## src/rtl/fwd_scoreboard_pkg.sv

```systemverilog
// Shared types and constants for the forwarding scoreboard: default widths,
// the per-stage tracking entry and the producer latency encodings.
package fwd_scoreboard_pkg;

    localparam int DW_DEF = 32;
    localparam int AW_DEF = 5;
    localparam int LW_DEF = 2;

    // First stage whose result bus carries the value (replaces the old mux select)
    localparam int LAT_ALU  = 1;
    localparam int LAT_LOAD = 2;

    typedef struct packed {
        logic              v;
        logic [AW_DEF-1:0] addr;
        logic [LW_DEF-1:0] lat;
    } stage_entry_t;

endpackage

```

## src/rtl/fwd_port_sel.sv

```systemverilog
// Per-read-port youngest-match select: picks the lowest matching stage and
// either forwards its result or, if it is not ready yet, requests a stall.
module fwd_port_sel
    import fwd_scoreboard_pkg::*;
#(
    parameter int DW    = DW_DEF,
    parameter int AW    = AW_DEF,
    parameter int DEPTH = 3
) (
    input  logic                rd_en,
    input  logic [AW-1:0]       rd_addr,
    input  logic [DW-1:0]       rd_data,
    input  logic [DEPTH-1:0]    stage_v,
    input  logic [DEPTH*AW-1:0] stage_addr,
    input  logic [DEPTH-1:0]    stage_rdy,
    input  logic [DEPTH*DW-1:0] stage_data,
    output logic [DW-1:0]       fwd_data,
    output logic                fwd_hit,
    output logic                stall_req
);

    logic          win_found;
    logic          win_rdy;
    logic [DW-1:0] win_data;

    // Scan oldest to youngest so the youngest match overwrites older ones.
    always_comb begin
        win_found = 1'b0;
        win_rdy   = 1'b0;
        win_data  = '0;
        for (int s = DEPTH - 1; s >= 0; s--) begin
            if (rd_en && stage_v[s] && (stage_addr[s*AW +: AW] == rd_addr)) begin
                win_found = 1'b1;
                win_rdy   = stage_rdy[s];
                win_data  = stage_data[s*DW +: DW];
            end
        end
    end

    always_comb begin
        fwd_hit   = win_found && win_rdy;
        stall_req = win_found && !win_rdy;
        fwd_data  = fwd_hit ? win_data : rd_data;
    end

endmodule

```

## src/rtl/fwd_scoreboard.sv

```systemverilog
// ID-stage forwarding scoreboard: tracks in-flight register writes over DEPTH
// stages, forwards the youngest ready result per read port and stalls ID when
// the youngest producer is not ready. AW/LW must not exceed the package widths.
// Optional FWD_STALL_STATS_EN adds a saturating stall-cycle counter output.
module fwd_scoreboard
    import fwd_scoreboard_pkg::*;
#(
    parameter int DW     = DW_DEF,
    parameter int AW     = AW_DEF,
    parameter int NUM_RD = 3,
    parameter int DEPTH  = 3,
    parameter int LW     = LW_DEF
) (
    input  logic                 clk,
    input  logic                 rst,
    input  logic                 id_valid,
    input  logic [NUM_RD-1:0]    id_rd_en,
    input  logic [NUM_RD*AW-1:0] id_rd_addr,
    input  logic [NUM_RD*DW-1:0] id_rd_data,
    input  logic                 id_wr_en,
    input  logic [AW-1:0]        id_wr_addr,
    input  logic [LW-1:0]        id_wr_lat,
    input  logic [DEPTH*DW-1:0]  stage_data,
    input  logic                 flush,
    output logic                 stall_o,
    output logic [NUM_RD*DW-1:0] fwd_data,
`ifdef FWD_STALL_STATS_EN
    output logic [NUM_RD-1:0]    fwd_hit,
    output logic [31:0]          stall_cnt
`else
    output logic [NUM_RD-1:0]    fwd_hit
`endif
);

    stage_entry_t stage_q [DEPTH];
    stage_entry_t stage_d [DEPTH];

    logic [DEPTH-1:0]    stage_v;
    logic [DEPTH*AW-1:0] stage_addr;
    logic [DEPTH-1:0]    stage_rdy;
    logic [NUM_RD-1:0]   port_stall;
    logic [LW-1:0]       wr_lat_eff;

    // A stage is ready once the entry has reached its result stage.
    always_comb begin
        stage_v    = '0;
        stage_addr = '0;
        stage_rdy  = '0;
        for (int s = 0; s < DEPTH; s++) begin
            stage_v[s]              = stage_q[s].v;
            stage_addr[s*AW +: AW]  = stage_q[s].addr[AW-1:0];
            stage_rdy[s]            = ((s + 1) >= int'(stage_q[s].lat));
        end
    end

    for (genvar i = 0; i < NUM_RD; i++) begin : g_port
        fwd_port_sel #(
            .DW    (DW),
            .AW    (AW),
            .DEPTH (DEPTH)
        ) u_sel (
            .rd_en      (id_rd_en[i]),
            .rd_addr    (id_rd_addr[i*AW +: AW]),
            .rd_data    (id_rd_data[i*DW +: DW]),
            .stage_v    (stage_v),
            .stage_addr (stage_addr),
            .stage_rdy  (stage_rdy),
            .stage_data (stage_data),
            .fwd_data   (fwd_data[i*DW +: DW]),
            .fwd_hit    (fwd_hit[i]),
            .stall_req  (port_stall[i])
        );
    end

    assign stall_o = id_valid && (|port_stall);

    // Latency 0 behaves as a single-cycle ALU result.
    assign wr_lat_eff = (id_wr_lat == '0) ? LW'(LAT_ALU) : id_wr_lat;

    always_comb begin
        for (int s = 0; s < DEPTH; s++) begin
            stage_d[s] = stage_q[s];
        end
        if (flush) begin
            for (int s = 0; s < DEPTH; s++) begin
                stage_d[s].v = 1'b0;
            end
        end else begin
            for (int s = DEPTH - 1; s >= 1; s--) begin
                stage_d[s] = stage_q[s-1];
            end
            if (stall_o) begin
                stage_d[0] = '0;
            end else begin
                stage_d[0].v    = id_valid && id_wr_en;
                stage_d[0].addr = AW_DEF'(id_wr_addr);
                stage_d[0].lat  = LW_DEF'(wr_lat_eff);
            end
        end
    end

    always_ff @(posedge clk or negedge rst) begin
        if (!rst) begin
            for (int s = 0; s < DEPTH; s++) begin
                stage_q[s] <= '0;
            end
        end else begin
            stage_q <= stage_d;
        end
    end

`ifdef FWD_STALL_STATS_EN
    logic [31:0] stall_cnt_q;
    logic [31:0] stall_cnt_d;

    // Saturating; only reset clears it, flush leaves it alone.
    always_comb begin
        stall_cnt_d = stall_cnt_q;
        if (stall_o && (stall_cnt_q != 32'hFFFF_FFFF)) begin
            stall_cnt_d = stall_cnt_q + 32'd1;
        end
    end

    always_ff @(posedge clk or negedge rst) begin
        if (!rst) begin
            stall_cnt_q <= '0;
        end else begin
            stall_cnt_q <= stall_cnt_d;
        end
    end

    assign stall_cnt = stall_cnt_q;
`endif

endmodule

```

## config.mk

```make
export PLATFORM = sky130hd
export DESIGN_NAME = fwd_scoreboard
export DESIGN_NICKNAME = d
export VERILOG_FILES = /design/src/rtl/fwd_scoreboard_pkg.sv /design/src/rtl/fwd_port_sel.sv /design/src/rtl/fwd_scoreboard.sv
export SDC_FILE = /design/constraint.sdc
export NUM_CORES = 1
export LEC_CHECK = 0
export ABC_AREA = 1
export CAP_MARGIN = 5
export CELL_PAD_IN_SITES_DETAIL_PLACEMENT = 1
export CELL_PAD_IN_SITES_GLOBAL_PLACEMENT = 2
export CORE_ASPECT_RATIO = 1.4
export CORE_MARGIN = 2
export CORE_UTILIZATION = 16
export CTS_BUF_LIST = sky130_fd_sc_hd__clkbuf_4
export CTS_CLUSTER_DIAMETER = 120
export DETAILED_ROUTE_END_ITERATION = 8
export HOLD_SLACK_MARGIN = 0.08
export PLACE_DENSITY = 0.9
export SLEW_MARGIN = 20
export SYNTH_ARGS = -nofsm -noshare
export SYNTH_HDL_FRONTEND = slang
export SYNTH_HIERARCHICAL = 1
export SYNTH_SLANG_ARGS = --single-unit
```

## constraint.sdc

```tcl
create_clock -name clk -period 1.9 [get_ports clk]
set_clock_uncertainty 0.05 [all_clocks]
set_input_delay 0.19 -clock clk [delete_from_list [all_inputs] [get_ports clk]]
set_output_delay 0.19 -clock clk [all_outputs]
set_load 0.02 [all_outputs]
```

==> Word level (Yosys, flattened, before mapping) <==
Cells that the tools add are included.
{ "op_classes": {"magnitude_cmp": 2, "eq_ne": 9, "n_mux": 32, "reduce_logical": 31} }
{ "op_table": {"columns": ["operator", "n"], "rows": [
  ["$mux W32", 12],
  ["$eq A5 B5 Y1", 9],
  ["$logic_and A1 B1 Y1", 26],
  ["$mux W1", 18],
  ["$mux W8", 1],
  ["$logic_not A1 Y1", 3],
  ["$reduce_or A3 Y1", 1],
  ["$ge A1 B2 Y1 const A", 1],
  ["$ge A2 B2 Y1 const A", 1],
  ["$logic_not A2 Y1", 1],
  ["$mux W2", 1]
]} }
{ "totals": {"register_bits": 22, "in_bits": 222, "output_inout_bits": 100, "wordCells": 82} }

==> Depth between registers and ports, before layout <==
Gate-level depths: netlist of run 1.
{ "depth": {"ltp_word": 11, "ltp_mapped": 16, "mapped_depth_nobuf": 15} }

==> Cells and area by module <==
The synthesis of run 1 kept the hierarchy.
{ "modules_own_cells": {"columns": ["mod", "n_inst", "cells_each", "area_per_inst_um2"], "rows": [
  ["fwd_port_sel", 3, 441, 1860.5],
  ["fwd_scoreboard", 1, 103, 894.6]
]} }

==> Worst setup path before layout of run 1 <==
OpenSTA, ideal clock, no wires.
{ "synth_timing": {"kind": "register to output", "start": "register stage_q, in the netlist stage_addr[4]", "end": "output port stall_o", "arrival_ns": 1.827, "required_ns": 1.660, "path_slack_ns": -0.167, "stages_incl_launch_ff": 14, "cell_sequence": "dfrtp_1 inv_1 nor2_1 nor3_2 nand3_2 nand2_2 nor2_4 nor2_8 buf_6 nor2_1 nor2_1 nand2_1 nand2_1 inv_1"} }
{ "synth_via": {"elab_chain_len": 7, "elab_cells_between_ends": 20} }
{ "synth_rtl": {"columns": ["element", "line", "source"], "rows": [
  ["from (decl)", "fwd_scoreboard.sv:35", "stage_entry_t stage_q [DEPTH];"],
  ["from (signal assigned)", "fwd_scoreboard.sv:108", "stage_q <= stage_d;"],
  ["$eq A5 B5 Y1 (*)", "fwd_port_sel.sv:32", "if (rd_en && stage_v[s] && (stage_addr[s*AW +: AW] == rd_addr)) begin"],
  ["$logic_and A1 B1 Y1 (*)", "fwd_port_sel.sv:32", null],
  ["$mux W1", "fwd_port_sel.sv:32", null],
  ["$logic_not A1 Y1", "fwd_port_sel.sv:42", "stall_req = win_found && !win_rdy;"],
  ["$logic_and A1 B1 Y1 (*)", "fwd_port_sel.sv:42", null],
  ["via port_stall[1]", "fwd_scoreboard.sv:41", "logic [NUM_RD-1:0] port_stall;"],
  ["$reduce_or A3 Y1 (*)", "fwd_scoreboard.sv:75", "assign stall_o = id_valid && (|port_stall);"],
  ["$logic_and A1 B1 Y1 (*)", "fwd_scoreboard.sv:75", null],
  ["to (decl)", "fwd_scoreboard.sv:25", "output logic stall_o,"]
]} }
The timed path passes the listed nets; every way through them passes the cells marked *.

==> Final worst setup path of run 1 <==
{ "layout_timing": {"start": "register stage_q, in the netlist stage_addr[4]", "end": "output port fwd_data[39]"} }
{ "layout_via": {"elab_chain_len": 5, "elab_cells_between_ends": 7} }
{ "layout_rtl": {"columns": ["element", "line", "source"], "rows": [
  ["$eq A5 B5 Y1 (*)", "fwd_port_sel.sv:32", null],
  ["$logic_and A1 B1 Y1 (*)", "fwd_port_sel.sv:32", null],
  ["$mux W1", "fwd_port_sel.sv:32", null],
  ["$logic_and A1 B1 Y1", "fwd_port_sel.sv:41", "fwd_hit = win_found && win_rdy;"],
  ["$mux W32 (*)", "fwd_port_sel.sv:43", "fwd_data = fwd_hit ? win_data : rd_data;"],
  ["to (decl)", "fwd_scoreboard.sv:26", "output logic [NUM_RD*DW-1:0] fwd_data,"]
]} }
Mark *: on every way between the ends. The rest lies on a longest branch, timed or not.

==> results_dict.tcl, run 1 <==
set metrics [dict create \
    global_route_wire_length_before_repair_um 59200 \
    area_delta_synth_final_pct 103.9 \
    drv_slew 0 \
    netlist_instances 1426 \
    initial_core_util 0.1617 \
    stdcell_count 2386 \
    comb_power_frac 0.649 \
    grt_antenna_before_repair 4 \
    setup-violations-final 108 \
    cts-root-buf "clkbuf_4" \
    worst-path-max-fanout 7 \
    final_critical_path_setup_slack_ps -751.0 \
    clock_power_share 0.129 \
    io-pin-count 322 \
    place_ws_ps -1154 \
    post-route-drc-count 0 \
    crit_path_start_kind "flip-flop" \
    leakage_component_of_the_power_nw 7.058 \
    die_h_um 242.1 \
    switching_share_of_power 0.4040 \
    mostFrequentLayoutCell "nand2_1" \
    seq_area_frac_synth 0.08501 \
    most-common-layout-cells "nand2_1, clkdlybuf4s50_1, nor2_1" \
    ir_worst_vdd_mv 0.5933 \
    multi_input_area_mm2 0.006042 \
    dp.final_hpwl_um 30270 \
    worst_ep_required_time_ps 1660 \
    core.rowCount 87 \
    power_density_mw_per_mm2 215.3 \
    worst_setup_path_startpoint "stage_addr[4]$_DFFE_PN0N_" \
    routed_wire_length_per_instance_um 17.30 \
    yosys_register_bits 22 \
    cts.sinks 22 \
    timing.rr.start "stage_addr[4]$_DFFE_PN0N_" \
    layout_min_cycle_time_ps 2651 \
    cts.htree.levels 1 \
    final.hold.worst_slack_ps 144.5 \
    violations "setup timing" \
    run_status "finished, violations left" \
    synth.lib_cells_used.distinct 25 \
    max-clock-path-buffers 2 \
    setup_repair_after_global_routing_missed_its_margin "true" \
    total_nets_final 2071 \
    placedCellCount 2299 \
    pwr-share-seq 0.222 \
    final_core_util 0.3296 \
    final-seq-area_um2 569.3 \
    finalWirelength_um 41270 \
    syn_area_mm2 0.006476 \
    timing.critical_path.to_type "output pin" \
    cts.reportedPaths.clkPinSlew_ps 130 \
    n_fill_cell 5162 \
    cp_data_arrival_time_ps 2410 \
    post_dr_vias_cell 4.287 \
    tritoncts_clock_tree "yes" \
    grt_overflow_total 0 \
    fmax_mhz 377.2 \
    min_period_over_period 1.395 \
    worst-setup-path-type "reg -> out" \
    numPortBuffers 321 \
    dr_total_vias 10229 \
    total_switching_power_w 0.001149 \
    postRouteAntennaNets 0 \
    grt_pass1_vias 10300 \
    core_area_mm2 0.04006 \
    grt_start_max_net_pins 37 \
    cts_hold_buffers 0 \
    syn_area_per_cell_um2 4.542 \
    groute.usage.overall 0.1779 \
    hold_vio_cnt_final 0 \
    hold_path.class "in -> async" \
    chipWidth_um 174.0 \
    internal_power_w 0.001694 \
    ys_warn_count 6 \
    number_of_buffers_inserted_during_clock_tree_synthesis 3 \
    design.die.area_mm2 0.04213 \
    final_layout_size_suffix_gt1_frac 0.3323 \
    clk-insertion-delay-late_ps 320 \
    place_congestion 0.8981 \
    drt-initial-drc-count 360 \
    dr.pass1.iters 4 \
    max_cap_violations 0 \
]
==> registers in the layout, indices dropped and copies added, names as in the netlist <==
name and flops:
stage_addr 15, stage_q 7
==> worst max-delay path: stages (launching register included) <==
cell and delay (ps):
dfrtp_2 490, buf_6 140, inv_2 40, nor2_2 40, nor3_4 290, inv_2 110
nor2_8 250, buf_12 150, clkbuf_16 160, nor2_1 50, nand2_1 50, nand2_1 70
nand2_1 60, nand2_1 60, buf_6 130
==> power groups by stage <==
stage               logic [W]  clock network, W  registers, W
floorplan            0.000603                 0      0.000578
global placement      0.00153                 0      0.000622
detailed placement    0.00156                 0      0.000627
CTS                   0.00162          0.000373      0.000628
global route          0.00199          0.000393      0.000640
finish                0.00185          0.000366      0.000632
==> per-stage QoR <==
step | cell area, um2 | setup TNS (ps) | power (W)
CTS | 11680 | -66910 | 0.002617
global placement | 10850 | -102860 | 0.002155
global route | 13200 | -80830 | 0.003022
finish | 13200 | -68340 | 0.002843
floorplan | 6491 | -68.73 | 0.001181
detailed placement | 10850 | -108960 | 0.002188
==> repair_timing <==
action / CTS / global route
buffers inserted: 34 / 38
gates cloned: 7 / 11
pin swaps: 28 / 140
setup endpoints to repair: 108 / 108
resized for setup: 568 / 446
==> cell usage after synthesis <==
library cell / n / area [um2]
a21oi_1: 5 / 25.02
buf_2: 14 / 70.07
buf_4: 21 / 157.7
buf_6: 26 / 292.8
clkbuf_1: 6 / 22.52
conb_1: 1 / 3.750
dfrtp_1: 22 / 550.5
inv_1: 67 / 251.5
inv_2: 21 / 78.83
mux2_2: 1 / 11.26
nand2_1: 931 / 3495
nand2_2: 3 / 18.77
nand3_1: 9 / 45.04
nand3_2: 3 / 30.03
nand3b_1: 3 / 22.52
nand4_1: 6 / 37.54
nor2_1: 247 / 927.1
nor2_2: 3 / 18.77
nor2_4: 9 / 101.4
nor2_8: 6 / 120.1
nor3_1: 4 / 20.02
nor3_2: 6 / 60.06
nor3b_2: 3 / 37.54
o21ai_0: 6 / 30.03
o21ai_4: 3 / 48.80
==> per-layer routing <==
| layer | vias to the layer above | wire [um] | global-route usage |
|---|---|---|---|
| li1 | 5051 | - | - |
| met1 | 4875 | 16620 | 0.2093 |
| met2 | 243 | 22150 | 0.3447 |
| met3 | 60 | 1203 | 0.01193 |
| met4 | 0 | 1297 | 0.04375 |
| met5 | - | 0 | 0 |
==> final timing paths <==
kind | to | slack, ps | cells past startpoint
setup reg to reg | stage_q[17]$_DFFE_PN0N_ | -360 | 15
hold / removal | stage_q[16]$_DFFE_PN0N_ | 140 | 2
max in group asynchronous | stage_addr[9]$_DFFE_PN0N_ | 1410 | 2
setup / recovery | fwd_data[39] | -750 | 14
hold reg to reg | stage_q[16]$_DFFE_PN0N_ | 450 | 2
min in group clk | stage_q[23]$_DFF_PN0_ | 370 | 3
==> cell type report <==
type                    count  area share
multi-input cells        1251      0.4576
repair buffers            483      0.4186
well taps                 534     0.05060
flip-flops and latches     22     0.04312
inverters                  88     0.02540
clock inverters             1    0.002274
clock buffers               3    0.001706
diodes                      4   0.0007581
==> kinds of logic after synthesis <==
group	count (synthesis)	share of synthesized area
other cells	1	0.0005790
buf+inv	155	0.1349
flops	22	0.08501
mux	1	0.001739
compound gates	14	0.01604
simple gates	1233	0.7618
Power figures use the tool's default switching activity.
==> run 2, diff against run 1 <==
--- a/config.mk
+++ b/config.mk
@@ -10,11 +10,11 @@
 export CELL_PAD_IN_SITES_DETAIL_PLACEMENT = 1
 export CELL_PAD_IN_SITES_GLOBAL_PLACEMENT = 2
 export CORE_ASPECT_RATIO = 1.4
-export CORE_MARGIN = 2
 export CORE_UTILIZATION = 16
 export CTS_BUF_LIST = sky130_fd_sc_hd__clkbuf_4
 export CTS_CLUSTER_DIAMETER = 120
 export DETAILED_ROUTE_END_ITERATION = 8
+export GPL_TIMING_DRIVEN = 0
 export HOLD_SLACK_MARGIN = 0.08
 export PLACE_DENSITY = 0.9
 export SLEW_MARGIN = 20
==> run 2 against run 1 <==
Effect of this change: the run still ends with setup timing left; first-iteration DRC count is 5.3% lower; cell area is 3.3% higher; hold slack better by 150 ps; clock power hardly changed; sequential cell count stayed put; count of clock-buffer cells in the layout is the same; highest routed layer unchanged; sequential power shrank 2%.
==> results_dict.tcl, run 2 (synthesis results as in run 1) <==
set metrics [dict create \
    run_status "finished, violations left" \
    violations "setup timing" \
    grt_start_max_net_pins 23 \
    finalWirelength_um 43880 \
    stdcell_count 2390 \
    final_layout_size_suffix_gt1_frac 0.3675 \
    leakage_component_of_the_power_nw 7.489 \
    worst_ep_required_time_ps 1660 \
    dr.pass1.iters 4 \
    design.die.area_mm2 0.04130 \
    totalPowerFinal_w 0.002780 \
    ff2ff_path_depth 16 \
    groute.usage.overall 0.1994 \
    final_critical_path_setup_slack_ps -696.8 \
    hold_path.class "in -> async" \
    final.hold.worst_slack_ps 296.1 \
    dp.final_hpwl_um 32140 \
    total_nets_final 2079 \
    hold_vio_cnt_final 0 \
    global_route.usage.met1 0.2193 \
    grt_antenna_before_repair 5 \
    cpMostUsedCell "nand2_2" \
    drt-initial-drc-count 341 \
    core_area_mm2 0.03960 \
    post-route-drc-count 0 \
    post_dr_vias_cell 4.297 \
    fmax_mhz 385.1 \
    most-common-layout-cells "nand2_1, clkdlybuf4s50_1, nand2_2" \
    place_congestion 0.8458 \
    io-pin-count 322 \
    place_ws_ps -1496 \
    tritoncts_clock_tree "yes" \
    numPortBuffers 321 \
    number_of_buffers_inserted_during_clock_tree_synthesis 3 \
    met2_usage 0.3965 \
    routed_wire_length_per_instance_um 18.36 \
    min_period_over_period 1.367 \
    grt_pass1_vias 10657 \
    setup-violations-final 108 \
    worst-setup-path-type "reg -> out" \
    rr_endpoint "stage_addr[2]$_DFFE_PN0N_" \
    slowest_stage "dfrtp_2" \
    global_route_wire_length_before_repair_um 61640 \
    dr_total_vias 10270 \
    mostFrequentLayoutCell "nand2_1" \
    path_cells "inv_2, nand2_2, nand2_2, nor3_4, inv_2, nor2_8, buf_12, buf_8, buf_12, nor2_2, nand2_1, nand2_2, nand2_4, nand2_2, buf_6" \
    postRouteAntennaNets 0 \
    crit_path_start_kind "flip-flop" \
    max_cap_violations 0 \
    timing.rr.start "stage_addr[2]$_DFFE_PN0N_" \
    placedCellCount 2277 \
    timing.critical_path.to_type "output pin" \
    cts.htree.levels 1 \
    max-clock-path-buffers 2 \
    layer_with_the_highest_usage_after_global_routing "met2" \
    clk-insertion-delay-late_ps 320 \
    grt_overflow_total 0 \
    rrSetupSlack_ps -370 \
    initial_core_util 0.1635 \
    chipWidth_um 172.0 \
    largest_register_ff_count 15 \
    layout_min_cycle_time_ps 2597 \
    cp_data_arrival_time_ps 2360 \
    drv_slew 0 \
    ir_worst_vdd_mv 0.3183 \
    die_h_um 240.1 \
    cts.sinks 22 \
    area_delta_synth_final_pct 110.7 \
    setup_repair_after_global_routing_missed_its_margin "true" \
    power_density_mw_per_mm2 203.8 \
    cts.reportedPaths.clkPinSlew_ps 130 \
    core.rowCount 86 \
    cts-root-buf "clkbuf_4" \
    worst-path-max-fanout 7 \
    n_fill_cell 5132 \
    tns_ps -65730 \
    groute.layer.met3.usage 0.01613 \
    cpPeakStageDelay_ps 500 \
]
[run 2: worst max-delay path by stage]
stage                                    start            to  cells after the start
detailed placement              id_rd_addr[12]       stall_o                     15
floorplan            stage_addr[4]$_DFFE_PN0N_       stall_o                     13
CTS                 stage_addr[11]$_DFFE_PN0N_  fwd_data[69]                     14
global placement                id_rd_addr[12]       stall_o                     15
finish               stage_addr[2]$_DFFE_PN0N_  fwd_data[36]                     15
global route         stage_addr[2]$_DFFE_PN0N_  fwd_data[47]                     15
[run 2: layout make-up]
class                      count  area [um2]  area share
multi-input combinational   1251        6391      0.4684
timing repair buffer         433        4907      0.3597
buffer                        58       718.2     0.05264
tap                          528       660.6     0.04842
sequential                    22       569.3     0.04172
inverter                      88       330.3     0.02421
clock inverter                 1       30.03    0.002201
clock buffer                   3       22.52    0.001651
antenna                        6       15.01    0.001100
[run 2: per-layer routing]
layer	vias to the layer above	wire (um)
li1	5069	-
met1	4905	16720
met2	243	24450
met3	53	1706
met4	0	1007
met5	-	0
[run 2: stage by stage]
stage / area, um2 / util
2_1_floorplan: 6491 / -
3_3_place_gp: 10360 / 0.2618
3_5_place_dp: 10360 / 0.2618
4_1_cts: 12440 / 0.3142
5_1_grt: 13640 / 0.3445
6_report: 13640 / 0.3446
[run 2: worst max-delay path, delay by kind of cell (launching register included)]
| kind | cells | cell delay [ps] |
|---|---|---|
| AND/OR/NAND/NOR | 9 | 850 |
| flip-flops | 1 | 500 |
| buffers and inverters | 6 | 680 |
[run 2: repair_timing]
item | 4_1_cts | 5_1_grt
hold endpoints to repair | 0 | 22
hold buffers | 0 | 1
pin swaps | 106 | 241
gates cloned | 14 | 7
setup buffers | 78 | 17
resized for setup | 871 | 332
endpoints found under the setup margin | 108 | 108
[run 2: power by group]
part / internal [W] / switching (W) / leakage [nW] / total (W)
registers: 0.000522 / 0.0000995 / 0.252 / 0.000622
logic: 0.000924 / 0.000869 / 7.21 / 0.00179
clock network: 0.000213 / 0.000152 / 0.0280 / 0.000366
